## config.mk

```make
export PLATFORM = sky130hd
export DESIGN_NAME = ps2_scancode_tracker
export DESIGN_NICKNAME = d
export VERILOG_FILES = /design/src/rtl/ps2_scancode_tracker.sv
export SDC_FILE = /design/constraint.sdc
export NUM_CORES = 1
export LEC_CHECK = 0
export CORE_MARGIN = 1
export CORE_UTILIZATION = 56
export CTS_CLUSTER_DIAMETER = 120
export DETAILED_ROUTE_END_ITERATION = 8
export HOLD_SLACK_MARGIN = 0.12
export PLACE_DENSITY_LB_ADDON = 0.15
export SLEW_MARGIN = 20
export SYNTH_ARGS = -nofsm -noshare
export SYNTH_HDL_FRONTEND = slang
export SYNTH_SLANG_ARGS = --single-unit
```

## constraint.sdc

```tcl
create_clock -name CLOCK_50 -period 3.5 [get_ports CLOCK_50]
set_input_delay 0.7 -clock CLOCK_50 [delete_from_list [all_inputs] [get_ports CLOCK_50]]
set_output_delay 0.7 -clock CLOCK_50 [all_outputs]
set_load 0.03 [all_outputs]
```

## src/rtl/ps2_scancode_tracker.sv

```systemverilog
// ps2_scancode_tracker: decodes PS/2 set-2 make/break/E0 byte sequences into key events
// and tracks the held state of the forward/backward keys to drive the accel command.
module ps2_scancode_tracker #(
  parameter logic [7:0] KEY_FWD   = 8'h73,
  parameter logic [7:0] KEY_BWD   = 8'h72,
  parameter bit         MATCH_EXT = 1'b0,
  parameter int         PREFIX_TO = 1000000
) (
  input  logic       CLOCK_50,
  input  logic       reset,
  input  logic [7:0] received_data,
  input  logic       received_data_en,
  output logic [1:0] accel,
  output logic       fwd_held,
  output logic       bwd_held,
  output logic       event_valid,
  output logic [7:0] event_code,
  output logic       event_ext,
  output logic       event_break,
  output logic       proto_error
);
  localparam int CW = $clog2(PREFIX_TO + 1);
  typedef enum logic [1:0] {IDLE, GOT_E0, GOT_F0, GOT_E0F0} state_t;
  state_t state_q, state_d;
  logic [CW-1:0] cnt_q, cnt_d;
  logic [7:0] code_q, code_d;
  logic [1:0] accel_q, accel_d;
  logic valid_q, valid_d, ext_q, ext_d, brk_q, brk_d, err_q, err_d;
  logic fwd_q, fwd_d, bwd_q, bwd_d, expire;
  logic [7:0] b;
  assign b = received_data;
  always_comb begin
    state_d = state_q;
    valid_d = 1'b0;
    code_d  = code_q;
    ext_d   = ext_q;
    brk_d   = brk_q;
    err_d   = 1'b0;
    fwd_d   = fwd_q;
    bwd_d   = bwd_q;
    expire  = (state_q != IDLE) && (cnt_q == CW'(PREFIX_TO - 1));
    cnt_d   = (received_data_en || state_q == IDLE || expire) ? '0 : cnt_q + CW'(1);
    if (received_data_en) begin
      case (state_q)
        IDLE:
          if (b == 8'hE0) state_d = GOT_E0;
          else if (b == 8'hF0) state_d = GOT_F0;
          else if (b == 8'hAA) begin
            fwd_d = 1'b0;
            bwd_d = 1'b0;
          end else if (!(b inside {8'hFA, 8'hFE, 8'hEE, 8'h00, 8'hFF})) begin
            valid_d = 1'b1;
            ext_d   = 1'b0;
            brk_d   = 1'b0;
          end
        GOT_E0:
          if (b == 8'hF0) state_d = GOT_E0F0;
          else if (b != 8'hE0) begin
            valid_d = 1'b1;
            ext_d   = 1'b1;
            brk_d   = 1'b0;
            state_d = IDLE;
          end
        default: begin
          state_d = IDLE;
          if (b == 8'hE0 || b == 8'hF0) err_d = 1'b1;
          else begin
            valid_d = 1'b1;
            ext_d   = (state_q == GOT_E0F0);
            brk_d   = 1'b1;
          end
        end
      endcase
      if (valid_d) code_d = b;
    end else if (expire) begin
      state_d = IDLE;
      err_d   = 1'b1;
    end
    // held flags and accel see this cycle's event so all outputs move together at N+1
    if (valid_d && code_d == KEY_FWD && ext_d == MATCH_EXT) fwd_d = ~brk_d;
    if (valid_d && code_d == KEY_BWD && ext_d == MATCH_EXT) bwd_d = ~brk_d;
    accel_d = {fwd_d & ~bwd_d, bwd_d & ~fwd_d};
  end
  always_ff @(posedge CLOCK_50) begin
    if (!reset) begin
      state_q <= IDLE;
      cnt_q   <= '0;
      valid_q <= 1'b0;
      code_q  <= 8'h00;
      ext_q   <= 1'b0;
      brk_q   <= 1'b0;
      err_q   <= 1'b0;
      fwd_q   <= 1'b0;
      bwd_q   <= 1'b0;
      accel_q <= 2'b00;
    end else begin
      state_q <= state_d;
      cnt_q   <= cnt_d;
      valid_q <= valid_d;
      code_q  <= code_d;
      ext_q   <= ext_d;
      brk_q   <= brk_d;
      err_q   <= err_d;
      fwd_q   <= fwd_d;
      bwd_q   <= bwd_d;
      accel_q <= accel_d;
    end
  end
  assign accel       = accel_q;
  assign fwd_held    = fwd_q;
  assign bwd_held    = bwd_q;
  assign event_valid = valid_q;
  assign event_code  = code_q;
  assign event_ext   = ext_q;
  assign event_break = brk_q;
  assign proto_error = err_q;
endmodule
```

* Word-level counts from Yosys, hierarchy flattened
Cells that the tools add are included.
W data, S select, Z words.
** Operators by class
- Multiplexer cells :: 53
- Add/subtract/negate cells :: 1
- Reduce and logical (&&, ||, !) cells :: 16
- Eq/ne operators :: 15
- Bitwise operators :: 7
** Operator list (number)
- $eq A8 B8 Y1 const B :: 7
- $mux W1 :: 41
- $add A20 B1 Y20 const B :: 1
- $eq A20 B20 Y1 const B :: 1
- $eq A8 B7 Y1 const B :: 2
- $mux W8 :: 2
- $mux W2 :: 6
- $logic_not A8 Y1 :: 1
- $ne A8 B8 Y1 const B :: 1
- $pmux W1 S2 :: 3
- $logic_and A1 B1 Y1 :: 5
- $not A1 Y1 :: 5
- $reduce_bool A5 Y1 :: 1
- $ne A4 B2 Y1 const B :: 1
- $ne A4 B4 Y1 const B :: 1
- $pmux W2 S2 :: 1
- $reduce_bool A2 Y1 :: 2
- $reduce_or A2 Y1 :: 2
- $logic_or A1 B1 Y1 :: 3
- $reduce_and A3 Y1 :: 1
- $and A1 B1 Y1 :: 2
- $eq A2 B1 Y1 const B :: 1
- $eq A2 B2 Y1 const B :: 1
- $logic_not A2 Y1 :: 1
** Word-level totals
- Register bits :: 38
- Word-level logic and storage cells :: 102
- Input port bits :: 11
- Output and inout port bits :: 16

* Logic depth before layout (Yosys ltp)
- Depth in word-level cells :: 16
- Depth in mapped cells :: 8

* Least setup slack after synthesis
Ideal clock, no wire load.
- Kind :: input -> register
- Start point :: input port received_data[0]
- End point :: register accel_q[1], in the netlist accel[1]
- Buffers on the path :: 1
- Required time :: 3426 ps
- Slack :: 1107 ps
- Arrival time :: 2319 ps
- Cell stages on the path :: 7
- Setup time :: 74 ps
- Cells stage by stage :: buf_2 nor2_1 a31oi_4 or4b_4 and2_4 or3_1 a31oi_1
** Between the ends
- Longest elaborated chain between the ends :: 16
- Elaborated cells between the ends (all ways) :: 63
- Classes of those cells :: eq/ne: 10; mux: 42; bitwise: 4; reduce/logical: 7
** Ends and longest elaborated chain
- start: declaration :: RTL line 11 : input logic [7:0] received_data,
- $eq A8 B8 Y1 / $logic_not A8 Y1 (equally long branches) :: RTL line 51 : end else if (!(b inside {8'hFA, 8'hFE, 8'hEE, 8'h00, 8'hFF})) begin
- $reduce_bool A5 Y1 :: RTL line 51
- $mux W1 :: RTL line 51
- $mux W1 :: RTL line 48 : else if (b == 8'hAA) begin
- $mux W1 :: RTL line 47 : else if (b == 8'hF0) state_d = GOT_F0;
- $mux W1 :: RTL line 46 : if (b == 8'hE0) state_d = GOT_E0;
- $pmux W1 S2 :: RTL line 44 : case (state_q)
- $mux W1 :: RTL line 43 : if (received_data_en) begin
- $mux W8 :: RTL line 74 : if (valid_d) code_d = b;
- $mux W8 :: RTL line 43
- $eq A8 B7 Y1 :: RTL line 81 : if (valid_d && code_d == KEY_BWD && ext_d == MATCH_EXT) bwd_d = ~brk_d;
- $logic_and A1 B1 Y1 (2 in series) :: RTL line 81
- $mux W1 :: RTL line 81
- $not A1 Y1 :: RTL line 82 : accel_d = {fwd_d & ~bwd_d, bwd_d & ~fwd_d};
- $and A1 B1 Y1 (*) :: RTL line 82
- end signal: assignment :: RTL line 106 : accel_q <= accel_d;
- end: declaration :: RTL line 27 : logic [1:0] accel_q, accel_d;
Mark *: on every way between the ends. The rest lies on a longest branch, timed or not. The select of a mux whose other input is x is not followed.
A chain may end at the register's enable or synchronous reset.

* Worst setup path in the final report
Same ends and word-level chain as after synthesis.

==> flow_metrics.tcl <==
set metrics [dict create \
    h-tree-depth 2 \
    overflow 0 \
    antenna_found_initial 0 \
    path_max_fanout 8 \
    die_h_um 57.3 \
    finalPower_mw 0.722 \
    synth_top_cell_by_area "dfxtp_1" \
    cellInternalPower_mw 0.543 \
    fin_crit_sh 0.776 \
    nNetsFinal 233 \
    p_clk_frac 0.290 \
    die_area_um2 3280 \
    switching_share 0.248 \
    cts_tree "built" \
    required_ns 3.76 \
    dp.cells 245 \
    utilization 0.719 \
    cts_setup_buffers 0 \
    synth_edf_count 0 \
    tritoncts.num_buffers 5 \
    grt_pass1_wl_um 5670 \
    ant_nets 0 \
    synthCells 194 \
    routed-via-count 1375 \
    async_flop_share 0 \
    status "finished with violations" \
    layout_common_cells "nor2_1, dfxtp_1, clkdlybuf4s50_1" \
    cts_resized 0 \
    core_um2 2830 \
    synth_seq_cells 38 \
    synthTopCellsByArea "dfxtp_1, nor2_1, xor2_1, mux2i_1, xnor2_1" \
    cts_buffer_depth 2 \
    cts_hold_buf 0 \
    r2r_setup_slack_ns 1.41 \
    globalplace.congestion 0.800 \
    viasPerCell 5.46 \
    hold_class "reg -> reg" \
    cap_violations 0 \
    worst_slew_pin_slew_ns 0.714 \
    dr.pass1.iters 8 \
    final-setup-viol-count 0 \
    synth_area_um2 1710 \
    power_frac_comb 0.098 \
    startpoint "received_data[0]" \
    hold_viol_final 0 \
    cts_root_buf "clkbuf_4" \
    rsz0062_at_grt "no" \
    fin_cells 252 \
    syn_avg_cell_area_um2 8.82 \
    worstPathArrival_ns 2.98 \
    postSynthNetCount 206 \
    powerDensity_nw_per_um2 355 \
    dp_hpwl_um 2470 \
    fmax_ghz 0.368 \
    slew_violations 0 \
    max-slew-margin-rel 0.523 \
    p_sw_mw 0.179 \
    min_period_ns 2.72 \
    drt_wl_total_um 3350 \
    initial_core_util 0.605 \
    seq_power_share 0.611 \
    r2r-start "cnt_q[0]" \
    max-vdd-ir-drop_mv 0.283 \
    die_w_um 57.3 \
    fillerInstances 228 \
    cts_sinks 38 \
    rr_worst_depth 6 \
    drtIter0Drc 47 \
    whs_path_depth 1 \
    clkLatencyLatePin_ns 0.34 \
    reg2reg_to "cnt_q[1]" \
    row_count 19 \
    grt_max_degree 21 \
    synth_top_area_frac 0.444 \
    tns_ns 0 \
    diodes 0 \
    synth.distinct_cells 36 \
    synth_ff_type "dfxtp_1" \
    cp-end-kind "flop" \
    drive_above_1_share 0.0588 \
    area_growth_pct 18.9 \
    routedWlPerCell_um 13.3 \
    violations "design-rule violations" \
    io_buffers 26 \
    critPathKind "in -> reg" \
    cp-start-kind "input pin" \
    p_leak_nw 0.728 \
    yosysSeqAreaShare 0.444 \
    track_usage 0.229 \
    clkTransAtPathRegs_ns 0.11 \
    ioPinCount 27 \
    final_common_cell "nor2_1" \
    min_to "cnt_q[0]" \
    grt_pass1_vias 1354 \
    fin_worst_skew_ns 0.00878 \
    fin_ws_ns 0.782 \
    ys_warn_count 0 \
    place_ws_ns 0.448 \
    drc_errors 1 \
    hp-start "cnt_q[0]" \
]
==> worst max-delay path: stages <==
cell	delay (ns)
clkdlybuf4s50_1	0.61
nor2_1	0.15
a31oi_4	0.26
or4b_4	0.51
and2_4	0.19
or3_1	0.38
a31oi_1	0.19
==> worst max-delay path by stage <==
stage               endpoint  slack [ns]  cells past startpoint
floorplan           accel[1]        1.11                      7
global placement    accel[1]        0.55                      7
detailed placement  accel[1]        0.45                      7
CTS                 accel[1]        0.81                      7
global route        accel[1]        0.72                      7
finish              accel[1]        0.78                      7
==> power groups by stage <==
stage / Clock (mW) / Sequential, mW / Combinational [mW]
after floorplan: 0 / 0.464 / 0.0252
after global placement: 0 / 0.451 / 0.0693
after detailed placement: 0 / 0.452 / 0.0710
after CTS: 0.215 / 0.442 / 0.0713
after global routing: 0.232 / 0.443 / 0.0758
final: 0.210 / 0.442 / 0.0711
==> synthesized netlist by cell type, drive strengths merged (4+ instances only) <==
| cell type | instances |
|---|---|
| nor2 | 40 |
| dfxtp | 38 |
| xnor2 | 6 |
| nand3 | 8 |
| and2 | 8 |
| mux2i | 9 |
| clkbuf | 5 |
| nand4 | 8 |
| xor2 | 12 |
| nand2 | 12 |
| and3 | 5 |
| inv | 7 |
| o21ai | 4 |
==> layout make-up <==
cell class                 count  area [µm²]  area share
clock buffer                   5        37.5      0.0185
inverter                       7        26.3      0.0129
tap                           31        38.8      0.0191
sequential                    38         761       0.374
clock inverter                 2        10.0     0.00492
timing repair buffer          26         260       0.128
multi-input combinational    143         901       0.443
==> sequential cells by signal (all words and copies together), names as in the netlist <==
name	flops
state_q	2
event_break	1
event_ext	1
event_code	8
fwd_held	1
proto_error	1
bwd_held	1
cnt_q	20
event_valid	1
accel	2
==> through the flow <==
stage                     hold WS (ns)  instance area (µm²)
after global routing             0.472                 2030
after global placement           0.423                 1990
after detailed placement         0.434                 1990
after CTS                        0.452                 2030
final                            0.450                 2030
after floorplan                  0.413                 1710
==> per-layer routing <==
metal,global-route usage,share of wire,up-vias
met4,0.122,0.018,0
met1,0.277,0.48,628
li1,-,-,716
met5,0,0,-
met3,0.0612,0.041,5
met2,0.371,0.46,26
==> cells by family (layout without fill, tap and decap cells) <==
logic type / Yosys count / in the layout / synth area share
AND/OR/NAND/NOR: 98 / 98 / 0.299
multiplexers: 10 / 10 / 0.0592
flip-flops: 38 / 38 / 0.444
adder cells (fa/ha/maj): 2 / 2 / 0.0132
XOR/XNOR: 18 / 18 / 0.0921
AO/OA/AOI/OAI: 15 / 15 / 0.0629
buffers and inverters: 13 / 40 / 0.0292
Note: power is estimated with default switching activity, not from simulation.
